--- src/rtl/inst_encode_loader.sv ---
// inst_encode_loader: packs KGP_RISC fields into canonical words and streams them into instruction memory.
// Build option: define INST_FIELD_CHECK_EN to add the sticky field_err output.
module inst_encode_loader #(
    parameter int ADDR_W    = 10,
    parameter int DEPTH     = 1024,
    parameter int BASE_ADDR = 0
) (
    input  logic              clk,
    input  logic              rst_n,
    input  logic              start,
    input  logic              in_valid,
    output logic              in_ready,
    input  logic              in_last,
    input  logic [1:0]        opcode,
    input  logic [4:0]        rs,
    input  logic [4:0]        rt,
    input  logic [4:0]        shamt,
    input  logic [3:0]        func,
    input  logic [15:0]       offset,
    output logic              imem_we,
    output logic [ADDR_W-1:0] imem_addr,
    output logic [31:0]       imem_wdata,
    input  logic              imem_ready,
    output logic [ADDR_W:0]   count,
    output logic              done,
`ifdef INST_FIELD_CHECK_EN
    output logic              field_err,
`endif
    output logic              overflow
);
    localparam logic [1:0] IDLE   = 2'd0;
    localparam logic [1:0] ACCEPT = 2'd1;
    localparam logic [1:0] WRITE  = 2'd2;
    localparam logic [1:0] DONE   = 2'd3;
    localparam logic [ADDR_W-1:0] LAST_A = ADDR_W'(DEPTH - 1);
    localparam logic [ADDR_W-1:0] BASE_A = ADDR_W'(BASE_ADDR);

    logic [1:0]        state_q, state_d;
    logic [ADDR_W-1:0] addr_q, addr_d;
    logic [31:0]       data_q, data_d;
    logic [ADDR_W:0]   cnt_q, cnt_d;
    logic              last_q, last_d;
    logic              ovf_q, ovf_d;
    logic              keep_rs, keep_off, use_rt, use_shamt;
    logic [31:0]       word_c;
    logic              at_end;

    // Field usage per instruction class; anything unused is forced to zero in the word
    always_comb begin
        use_shamt = (opcode == 2'b00) && func[3];
        use_rt    = (opcode != 2'b11) ? !use_shamt : func[3];
        keep_rs   = !((opcode == 2'b11) && (func[3:2] == 2'b00));
        keep_off  = (opcode == 2'b00) ? (func[2:1] == 2'b10) : !((opcode == 2'b11) && (func[3:1] == 3'b001));
        word_c    = {opcode, keep_rs ? rs : 5'd0, use_shamt ? shamt : (use_rt ? rt : 5'd0), func, keep_off ? offset : 16'd0};
    end

    assign at_end     = (addr_q == LAST_A);
    assign in_ready   = (state_q == ACCEPT);
    assign imem_we    = (state_q == WRITE);
    assign done       = (state_q == DONE);
    assign imem_addr  = addr_q;
    assign imem_wdata = data_q;
    assign count      = cnt_q;
    assign overflow   = ovf_q;

    // Session sequencing: accept a bundle, hold the write until acknowledged, repeat
    always_comb begin
        state_d = state_q;
        addr_d  = addr_q;
        data_d  = data_q;
        cnt_d   = cnt_q;
        last_d  = last_q;
        ovf_d   = ovf_q;
        case (state_q)
            IDLE: if (start) begin
                state_d = ACCEPT;
                addr_d  = BASE_A;
                cnt_d   = '0;
                ovf_d   = 1'b0;
            end
            ACCEPT: if (in_valid) begin
                state_d = WRITE;
                data_d  = word_c;
                last_d  = in_last;
            end
            WRITE: if (imem_ready) begin
                cnt_d   = cnt_q + 1'b1;
                addr_d  = at_end ? addr_q : addr_q + 1'b1;
                ovf_d   = ovf_q | (!last_q && at_end);
                state_d = (last_q || at_end) ? DONE : ACCEPT;
            end
            default: state_d = IDLE;
        endcase
    end

    // State and datapath registers
    always_ff @(posedge clk or negedge rst_n) begin
        if (!rst_n) begin
            state_q <= IDLE;
            addr_q  <= BASE_A;
            data_q  <= '0;
            cnt_q   <= '0;
            last_q  <= 1'b0;
            ovf_q   <= 1'b0;
        end else begin
            state_q <= state_d;
            addr_q  <= addr_d;
            data_q  <= data_d;
            cnt_q   <= cnt_d;
            last_q  <= last_d;
            ovf_q   <= ovf_d;
        end
    end

`ifdef INST_FIELD_CHECK_EN
    logic ferr_q, err_c;
    assign err_c     = (!keep_rs && (rs != 5'd0)) || (!use_rt && (rt != 5'd0)) ||
                       (!use_shamt && (shamt != 5'd0)) || (!keep_off && (offset != 16'd0));
    assign field_err = ferr_q;

    // Sticky per session: cleared by an honoured start, set by any accepted non-canonical bundle
    always_ff @(posedge clk or negedge rst_n) begin
        if (!rst_n) ferr_q <= 1'b0;
        else if (state_q == IDLE && start) ferr_q <= 1'b0;
        else if (state_q == ACCEPT && in_valid && err_c) ferr_q <= 1'b1;
    end
`endif
endmodule

--- config.mk ---
export PLATFORM = sky130hd
export DESIGN_NAME = inst_encode_loader
export DESIGN_NICKNAME = d
export VERILOG_FILES = /design/src/rtl/inst_encode_loader.sv
export SDC_FILE = /design/constraint.sdc
export NUM_CORES = 1
export LEC_CHECK = 0
export BUFFER_PORTS_ARGS = -buffer_cell sky130_fd_sc_hd__buf_4
export CAP_MARGIN = 20
export CORE_MARGIN = 1
export CORE_UTILIZATION = 34
export CTS_BUF_LIST = sky130_fd_sc_hd__clkbuf_8
export CTS_CLUSTER_SIZE = 8
export DETAILED_ROUTE_END_ITERATION = 16
export PLACE_DENSITY = 0.56
export SLEW_MARGIN = 20
export SYNTH_ARGS = -nofsm -noshare
export SYNTH_HDL_FRONTEND = slang
export SYNTH_SLANG_ARGS = --single-unit
--- constraint.sdc ---
create_clock -name clk -period 3.9 [get_ports clk]
set_input_delay 0.585 -clock clk [delete_from_list [all_inputs] [get_ports clk]]
set_output_delay 0.585 -clock clk [all_outputs]
set_load 0.005 [all_outputs]
Yosys cells after proc, flatten, opt, wreduce, memory -nomap -nowiden
Cells that the tools add are included.
Word-level totals
  register bits: 57
  input port bits: 43
  output and inout bits: 57
  logic and storage cells: 58
Cells by class
  $add $sub $neg: 2
  equal/unequal tests: 12
  mux-type cells: 21
  bitwise logic cells: 1
  reductions and logical operators: 16
Operators with widths (number)
  two-way mux 10 bit: 3
  two-way mux 11 bit: 2
  one-hot mux 11 bit (2 select lines): 1
  one-hot mux 10 bit (2 select lines): 1
  two-way mux 16 bit: 1
  two-way mux 5 bit: 3
  adder 11 x 1 -> 11 bit, second input constant: 1
  adder 10 x 1 -> 10 bit, second input constant: 1
  == test 10 bit, second input constant: 1
  == test 2 bit, second input constant: 4
  two-way mux 2 bit: 4
  inequality test 2 bit, second input constant: 4
  zero test 2 bit: 3
  one-hot mux 2 bit (3 select lines): 1
  AND reduction 3 bit: 2
  logical AND 1 bit: 4
  two-way mux 1 bit: 4
  AND reduction 4 bit: 1
  == test 3 x 1 -> 1 bit, second input constant: 1
  zero test 1 bit: 3
  == test 2 x 1 -> 1 bit, second input constant: 1
  inequality test 2 x 1 -> 1 bit, second input constant: 1
  one-hot mux 1 bit (2 select lines): 1
  AND reduction 2 bit: 1
  other kinds (3): 3

Logic depth before layout (Yosys ltp)
Gate-level depths: netlist of run 1.
  depth after elaboration: 6
  gate-level depth with buffers: 6
  mapped depth without buffers: 5

Worst setup path after synthesis of run 1
No wires, ideal clock.
  path type: register -> register
  start point: register addr_q[0], in the netlist imem_addr[0]
  end point: register addr_q[5], in the netlist imem_addr[5]
  library setup time: 0.078 ns
  arrival: 1.772 ns
  path slack: 2.050 ns
  stages on the path, launching flop included: 7
  path buffers: 1
  path through: dfrtp_1 > ha_1 > and4_1 > and3_1 > clkbuf_1 > or4_1 > a21oi_1
Between the ends
  word-level cells in the longest chain between the ends: 4
  elaborated cells between the ends (all ways): 7
  those cells by class: 1 x add/sub; 2 x eq/ne; 3 x mux; 1 x reduce/logical
RTL lines
  start, declared: RTL line 39  | logic [ADDR_W-1:0] addr_q, addr_d;
  start signal, assigned: RTL line 107  | addr_q <= addr_d;
  adder 10 x 1 -> 10 bit: RTL line 88  | addr_d = at_end ? addr_q : addr_q + 1'b1;
  two-way mux 10 bit: RTL line 88
  two-way mux 10 bit: RTL line 86  | WRITE: if (imem_ready) begin
  one-hot mux 10 bit (2 select lines): RTL line 74  | case (state_q)
Parallel ways exist; a longest one is shown, timed or not. The select of a mux whose other input is x is not followed.
A chain may end at the register's enable or synchronous reset.

Worst setup path after layout of run 1
  start point: register state_q[0]
  end point: register data_q[5], in the netlist imem_wdata[5]
Between the ends
  word-level cells in the longest chain between the ends: 2
RTL lines
  start, declared: RTL line 38  | logic [1:0] state_q, state_d;
  start signal, assigned: RTL line 106  | state_q <= state_d;
  == test 2 x 1 -> 1 bit: RTL line 74
  AND reduction 2 bit (no line)
  end signal, assigned: RTL line 108  | data_q <= data_d;
  end, declared: RTL line 40  | logic [31:0] data_q, data_d;
No other way between the ends.

==> results of run 1 <==
-- cells in the final DEF, fill, tap and decap left out, types with 5 or more instances in the layout --
| cell | n |
|---|---|
| sky130_fd_sc_hd__inv_1 | 5 |
| sky130_fd_sc_hd__nand3_1 | 7 |
| sky130_fd_sc_hd__a22oi_1 | 5 |
| sky130_fd_sc_hd__nand2_1 | 17 |
| sky130_fd_sc_hd__nor3_1 | 5 |
| sky130_fd_sc_hd__o21ai_0 | 10 |
| sky130_fd_sc_hd__dfrtp_1 | 57 |
| sky130_fd_sc_hd__a22o_1 | 24 |
| sky130_fd_sc_hd__clkbuf_8 | 12 |
| sky130_fd_sc_hd__nor2_1 | 12 |
| sky130_fd_sc_hd__mux2_2 | 8 |
| sky130_fd_sc_hd__buf_4 | 101 |
| sky130_fd_sc_hd__a21oi_1 | 8 |
-- kinds of logic after synthesis --
logic type | Yosys count | synth area share
AND/OR/NAND/NOR | 72 | 0.154
buffers and inverters | 16 | 0.0245
flip-flops | 57 | 0.559
AO/OA/AOI/OAI | 63 | 0.182
adder cells (fa/ha/maj) | 2 | 0.00980
multiplexers | 12 | 0.0510
XOR/XNOR | 6 | 0.0206
-- Yosys cell counts, drive strengths merged (4+ instances only) --
cell type / instances / area (um2)
o21ai: 11 / 55.1
mux2i: 4 / 40.0
dfrtp: 57 / 1430
inv: 5 / 18.8
xnor2: 4 / 35.0
nor2: 12 / 45.0
a22oi: 5 / 37.5
nand2: 17 / 63.8
clkbuf: 8 / 30.0
mux2: 8 / 90.1
nor3: 6 / 30.0
nand3: 7 / 35.0
a22o: 24 / 210
nor4: 4 / 25.0
a21oi: 8 / 40.0
-- per-stage QoR --
| step | utilization | instance area, um2 | instances | setup WS, ns | power [mW] |
|---|---|---|---|---|---|
| floorplan | - | 2550 | 228 | 2.05 | 1.25 |
| global placement | 0.468 | 3390 | 417 | 1.57 | 1.64 |
| detailed placement | 0.468 | 3400 | 417 | 1.58 | 1.66 |
| CTS | 0.501 | 3640 | 433 | 1.57 | 2.31 |
| global route | 0.501 | 3640 | 433 | 1.38 | 2.42 |
| finish | 0.501 | 3640 | 433 | 1.57 | 2.29 |
-- power breakdown --
group / switching, mW / total [mW] / internal [mW]
sequential: 0.150 / 0.921 / 0.770
combinational: 0.298 / 0.719 / 0.421
clock: 0.234 / 0.647 / 0.412
-- registers in the layout (all words and copies together), names as in the netlist --
register	flops
imem_wdata	32
count	11
imem_addr	10
state_q	2
last_q	1
overflow	1
-- worst paths after layout --
path                                start  slack [ns]        endpoint
setup / recovery               state_q[0]        1.57   imem_wdata[5]
hold / removal                      rst_n        0.30    imem_addr[6]
setup reg to reg               state_q[0]        1.57   imem_wdata[5]
hold reg to reg            imem_wdata[23]        0.49  imem_wdata[23]
max in group asynchronous           rst_n        3.13  imem_wdata[15]
min in group clk                 in_valid        0.44      state_q[0]
-- layout make-up --
type	count	area share
Inverter	5	0.00516
Sequential cell	57	0.392
Multi-Input combinational cell	155	0.294
Timing Repair Buffer	101	0.209
Clock inverter	4	0.0203
Tap cell	99	0.0341
Clock buffer	12	0.0454
-- metal layers --
layer,vias to the layer above,share of wire,global-route usage
li1,1054,-,-
met1,1029,0.48,0.228
met2,98,0.43,0.243
met3,6,0.083,0.0588
met4,0,0.0095,0.0748
met5,-,0,0
-- worst register-to-register path, delay by kind of cell, from the launching register on --
kind	cells	cell delay [ns]
compound gates	2	1.10
simple gates	2	0.30
buf+inv	1	0.25
flops	1	0.61
==> results by stage, run 1 <==
Critical path:
- The worst setup path category is reg -> reg.
- The number of cells on the critical path is 5.
- The slowest stage of the critical path belongs to the cell sky130_fd_sc_hd__a211oi_2.
- Counting both buffers and inverters, the worst setup path holds a total of 1.
- STA classifies the critical path startpoint as a register.
- The kind of end point of the critical path is a register.
- Measured in cells, the most critical reg-to-reg path has a length of 5.
- The peak per-stage delay on the critical path is 0.83 ns.
- The arrival time at the worst endpoint is 2.58 ns.
- The cell family with the largest share of critical-path delay is compound AO/OA/AOI/OAI gates.
- Walking the worst path, the cells encountered are nor2b_1, nand2_1, buf_4, a211oi_2, a22o_1.
- At the worst endpoint, the required time is 4.16 ns.
- The critical-path maximum fanout is 41.

Routing:
- In this run the remaining antenna-violating nets after routing total 0.
- The detailed-route vias per instance is 5.05.
- The number of search-and-repair iterations in the first detailed-routing pass is 4.
- The initial detailed-routing violation count is 68.
- The number of remaining DRC errors is 0.
- The routed layout has 2187 vias.
- After detailed routing, the average wire length per cell comes to 14.6 um.
- Summed over all layers, the routed wires come to 6330 um.

GRT:
- The number of antenna violations at the first check in global routing is 0.
- Summed over all layers, the global routing overflow is 0.
- The number of global-route vias before repair is 2070.
- The pin count of the biggest net entering global routing is 58.
- The overall routing resource usage is 0.169.
- The global-route wire length before repair is 10100 um.

Synthesis:
- During synthesis, Yosys emitted a total of 0 warnings.
- The summed instance area of the synthesized netlist is 2550 um2.
- In the synthesized netlist the dominant register cell turns out to be sky130_fd_sc_hd__dfrtp_1.
- The number of nets in the synthesized netlist is 273.
- The proportion of synthesized flip-flops having asynchronous set or reset is 1.00.
- The number of different library cells used by synthesis comes to between 40 and 50.
- The average instance area after synthesis is 11.2 um2.
- The part of the Yosys area used for sequential elements is 0.559.
- In the synthesized netlist, the number of instances is 228.
- The post-synthesis sequential element count is between 50 and 60.
- The synthesized design contains 0 enable-type register cells.

Power:
- Dividing total power by cell area gives a power density of 629 nW/um2.
- For this design the static power due to leakage is 1.76 nW.
- Across the VDD grid, the largest voltage drop is 277 uV.

Floorplanning:
- The I/O pin count is 100.
- The core area is 7250 um2.
- The starting utilization of the core area is 0.352.
- In this run the horizontal extent of the chip is 88.7 um.
- The initialized floorplan defines 31 standard-cell rows.
- The die covers 7860 um2.
- In this run the vertical extent of the chip is 88.7 um.

Timing:
- The max-slew violation total from the final report is 0.
- Setup violations remaining at the end of the flow were counted as 0.
- Derived from the worst setup path, the maximum achievable clock frequency is 430 MHz.
- For the finished layout, the period the worst path requires is 2.33 ns.
- In the final timing run, aggregate negative setup slack is 0 ns.
- The clock arrives with 0.00901 ns of skew.
- The tightest slew margin relative to the limit is 0.325.
- The worst-case hold slack is 0.303 ns.
- Setup repair after global routing left no endpoint under its margin.
- The number of hold violations in the final report is 0.
- In the finished design, the share of the clock period the worst path needs comes to 0.596.
- The slew at the pin closest to its max-slew limit is around 1 ns.

Clocking:
- TritonCTS built the clock tree.
- The number of buffers created by CTS is 9.
- The number of gates resized after CTS is 0.
- The number of setup buffers added after CTS is 0.
- After clock tree synthesis, the flow added hold-fix buffers numbering 0.
- The clock latency on the worst-skew pair is between 0.3 and 0.4 ns.
- The clock tree root buffer cell is sky130_fd_sc_hd__clkbuf_8.
- The clock transition at the registers of the reported paths is ~0.07 ns.
- The maximum level of the CTS H-tree is 3.
- In this run the deepest clock path goes through 2 buffers.
- The tree built by TritonCTS fans out to 57 sinks.

Final layout:
- The area of the multi-input gates is 1070 um2.
- The net count of the finished layout is between 300 and 400.
- The antenna diode instance count is 0.
- Of the cells placed in the final design, the portion with a size suffix greater than 1 is 0.389.
- Fill cells in the final layout number 690.
- The sequential cells in the finished layout cover a total of 1430 um2.
- The post-synthesis to final-layout area growth is 42.4%.

Worst hold path:
- The path class of the tightest hold or removal check is in -> async.

Placed design:
- The congestion estimate from routability-driven global placement came to 0.794.
- During placement, the flow inserted port buffers numbering 99.
- The total half-perimeter wirelength after legalization and detailed placement is 4420 um.

Outcome:
- The flow ran to the end, and the final reports show no timing, DRC or antenna violations.

Run:
- The number of max-capacitance violations reported is 0.
No activity file was read; power rests on OpenSTA's default activity.
==> inputs of run 2 (changes only) <==
==> constraint.sdc (replaced) <==
create_clock -name clk -period 2.4 [get_ports clk]
set_input_delay 0.36 -clock clk [delete_from_list [all_inputs] [get_ports clk]]
set_output_delay 0.36 -clock clk [all_outputs]
set_load 0.005 [all_outputs]
==> results by stage, run 2 (synthesis gave the netlist of run 1 again) <==
Routing:
- The first routing iteration left about 100 violations.
- The number of nets with antenna violations after detailed routing is 0.
- The average detailed-routed wire length per instance is 14.6 um.
- Dividing the detail-routed via count by the number of cells gives 5.08.
- For this block, the routed nets add up to approximately 6400 um of wire.
- The routed via count is about 2200.
- The number of remaining DRC errors is 0.
- The number of search-and-repair iterations in the first detailed-routing pass is 4.

Clocking:
- Counting the buffers created by CTS gives 9.
- The number of setup buffers added after CTS is 0.
- The CTS tree is yes.
- Clock-pin slew was measured on the worst setup and hold paths at approximately 0.06 ns.
- The largest buffer count on any clock path is 2.
- The clock tree root buffer cell is sky130_fd_sc_hd__clkbuf_8.
- In this run, post-CTS hold repair placed 0 buffers.
- For this design, the sink count on the clock tree is between 50 and 60.
- The number of gates resized after CTS was 0.
- The clock latency on the worst-skew pair is roughly 0.33 ns.
- The maximum level of the CTS H-tree is 3.

Final layout:
- The antenna diode instance count is 0.
- The number of fill cells is 674.
- The share of final-layout standard cells stronger than drive strength 1 is 0.389.
- Relative to the synthesized area, the layout overhead comes to 42.9%.
- The number of nets in the final layout is around 380.
- The library cells used most frequently in the layout, excluding fill and tap cells, are sky130_fd_sc_hd__buf_4, sky130_fd_sc_hd__dfrtp_1, sky130_fd_sc_hd__a22o_1.
- Leaving out fill and tap cells, the most frequent cell in the layout is sky130_fd_sc_hd__buf_4.
- The register with the most flip-flops in the layout has 32 of them.

Timing:
- The tightest slew margin relative to the limit is 0.527.
- The slew at the pin closest to its max-slew limit is between 0.7 and 0.8 ns.
- Static timing analysis puts the maximum clock frequency at 495 MHz.
- In the finished design, the share of the clock period the worst path needs comes to 0.841.
- For the final database, setup skew stands at 0.00611 ns.
- Setup repair after global routing left no endpoint under its margin.
- Adding up every negative setup slack in the final design gives 0 ns.
- The number of hold violations in the final report is 0.
- The setup-violating endpoint count in the final report is 0.
- The minimum period implied by the final worst setup slack is around 2 ns.
- The max-slew violation total from the final report was 0.

GRT:
- The total congestion overflow after global routing is 0.
- The first global-routing pass estimated 10200 um of wire.
- Entering global routing, the biggest net connects between 50 and 60 pins.
- The number of antenna violations at the first check in global routing is 0.
- The number of global-route vias before repair came to ~2100.
- For this run, the total global-route usage over all layers was measured as 0.171.

Critical path:
- The peak per-stage delay on the critical path is 0.62 ns.
- On the critical path, the stage with the largest delay is an instance of sky130_fd_sc_hd__dfrtp_1.
- The critical path startpoint category is a register.
- STA puts the critical path data required time at between 2 and 2.5 ns.
- The critical-path maximum fanout is 15.
- The number of buffers and inverters on the critical path is 3.
- The most common cell type on the critical path is sky130_fd_sc_hd__inv_1.
- The arrival time at the worst endpoint is 1.66 ns.
- Walking the worst path, the cells encountered are inv_1, nand2_1, inv_1, buf_4.
- The worst setup path is captured at an output pin.
- The cell family contributing the most delay on the critical path is flip-flops.
- The setup path with the least slack is of type reg -> out.

Floorplanning:
- 100 I/O pins were placed.
- The starting utilization of the core area is 0.352.
- The horizontal die dimension is about 90 um.
- The floorplan has 31 rows.
- The total area inside the core boundary comes to ~7300 um2.
- The area of the die is 7860 um2.
- In this run the vertical extent of the chip is 88.7 um.

Outcome:
- The run finished with clean final reports.

Placed design:
- The final weighted congestion in routability-driven placement is 0.762.
- Detailed placement finished with a half-perimeter wire length of 4520 um.
- The count of port buffers added during placement is 99.

Power:
- In this run the power density over the cells is between 900 and 1000 nW/um2.
- The design draws 3.63 mW.
- The analysis attributes to cell leakage a power of 1.78 nW.
- Across the VDD grid, the largest voltage drop is 418 uV.

Worst hold path:
- The path type of the worst min-delay path is in -> async.

Run:
- The number of max-capacitance violations reported is 0.
==> run 2: cell count changes in the layout (fill, tap and decap cells not counted) <==
cell	before	now
sky130_fd_sc_hd__clkinv_4	1	0
sky130_fd_sc_hd__buf_12	0	1
sky130_fd_sc_hd__bufinv_16	2	1
sky130_fd_sc_hd__buf_4	101	105
sky130_fd_sc_hd__nor3_1	5	6
sky130_fd_sc_hd__inv_1	5	7
sky130_fd_sc_hd__nor3_2	1	0
==> run 2: metrics by stage <==
step	hold slack, ns	utilization	instance area [um2]	cells	setup slack [ns]
after floorplan	0.0644	-	2550	228	0.550
after global placement	0.467	0.475	3440	422	0.570
after detailed placement	0.473	0.475	3440	422	0.537
after CTS	0.119	0.503	3650	438	0.373
after global routing	0.152	0.503	3650	438	0.261
final	0.0890	0.503	3650	438	0.382
==> run 2: metal layers <==
layer  vias to the layer above  wire length [um]  GRT usage
met5                         -                 0          0
met4                         0                75     0.0806
met3                         8               439     0.0466
met2                        80              2840      0.255
met1                      1070              3040      0.230
li1                       1066                 -          -
==> run 2: path summary, 6_finish.rpt <==
check                                       to  depth (start not counted)      startpoint  slack [ns]
min in group clk                    state_q[0]                          2        in_valid        0.23
worst max-delay path                   imem_we                          4      state_q[0]        0.38
worst min register to register  imem_wdata[23]                          2  imem_wdata[23]        0.49
max in group asynchronous       imem_wdata[20]                          1           rst_n        1.84
worst min-delay path              imem_addr[6]                          1           rst_n        0.09
worst max register to register    imem_addr[5]                          5    imem_addr[0]        0.52
==> run 2: final cells by class <==
cell class / instances / area [um2] / area share
sequential: 57 / 1430 / 0.391
multi-input combinational: 155 / 1060 / 0.292
clock buffer: 12 / 165 / 0.0453
clock inverter: 4 / 42.5 / 0.0117
tap: 99 / 124 / 0.0339
inverter: 5 / 18.8 / 0.00514
timing repair buffer: 106 / 808 / 0.221
==> run 2: power by group <==
part / internal (mW) / total (mW) / leakage (nW) / switching, mW
registers: 1.25 / 1.48 / 0.743 / 0.223
logic: 0.721 / 1.24 / 0.922 / 0.518
clock network: 0.555 / 0.920 / 0.115 / 0.365
total: 2.53 / 3.63 / 1.78 / 1.11
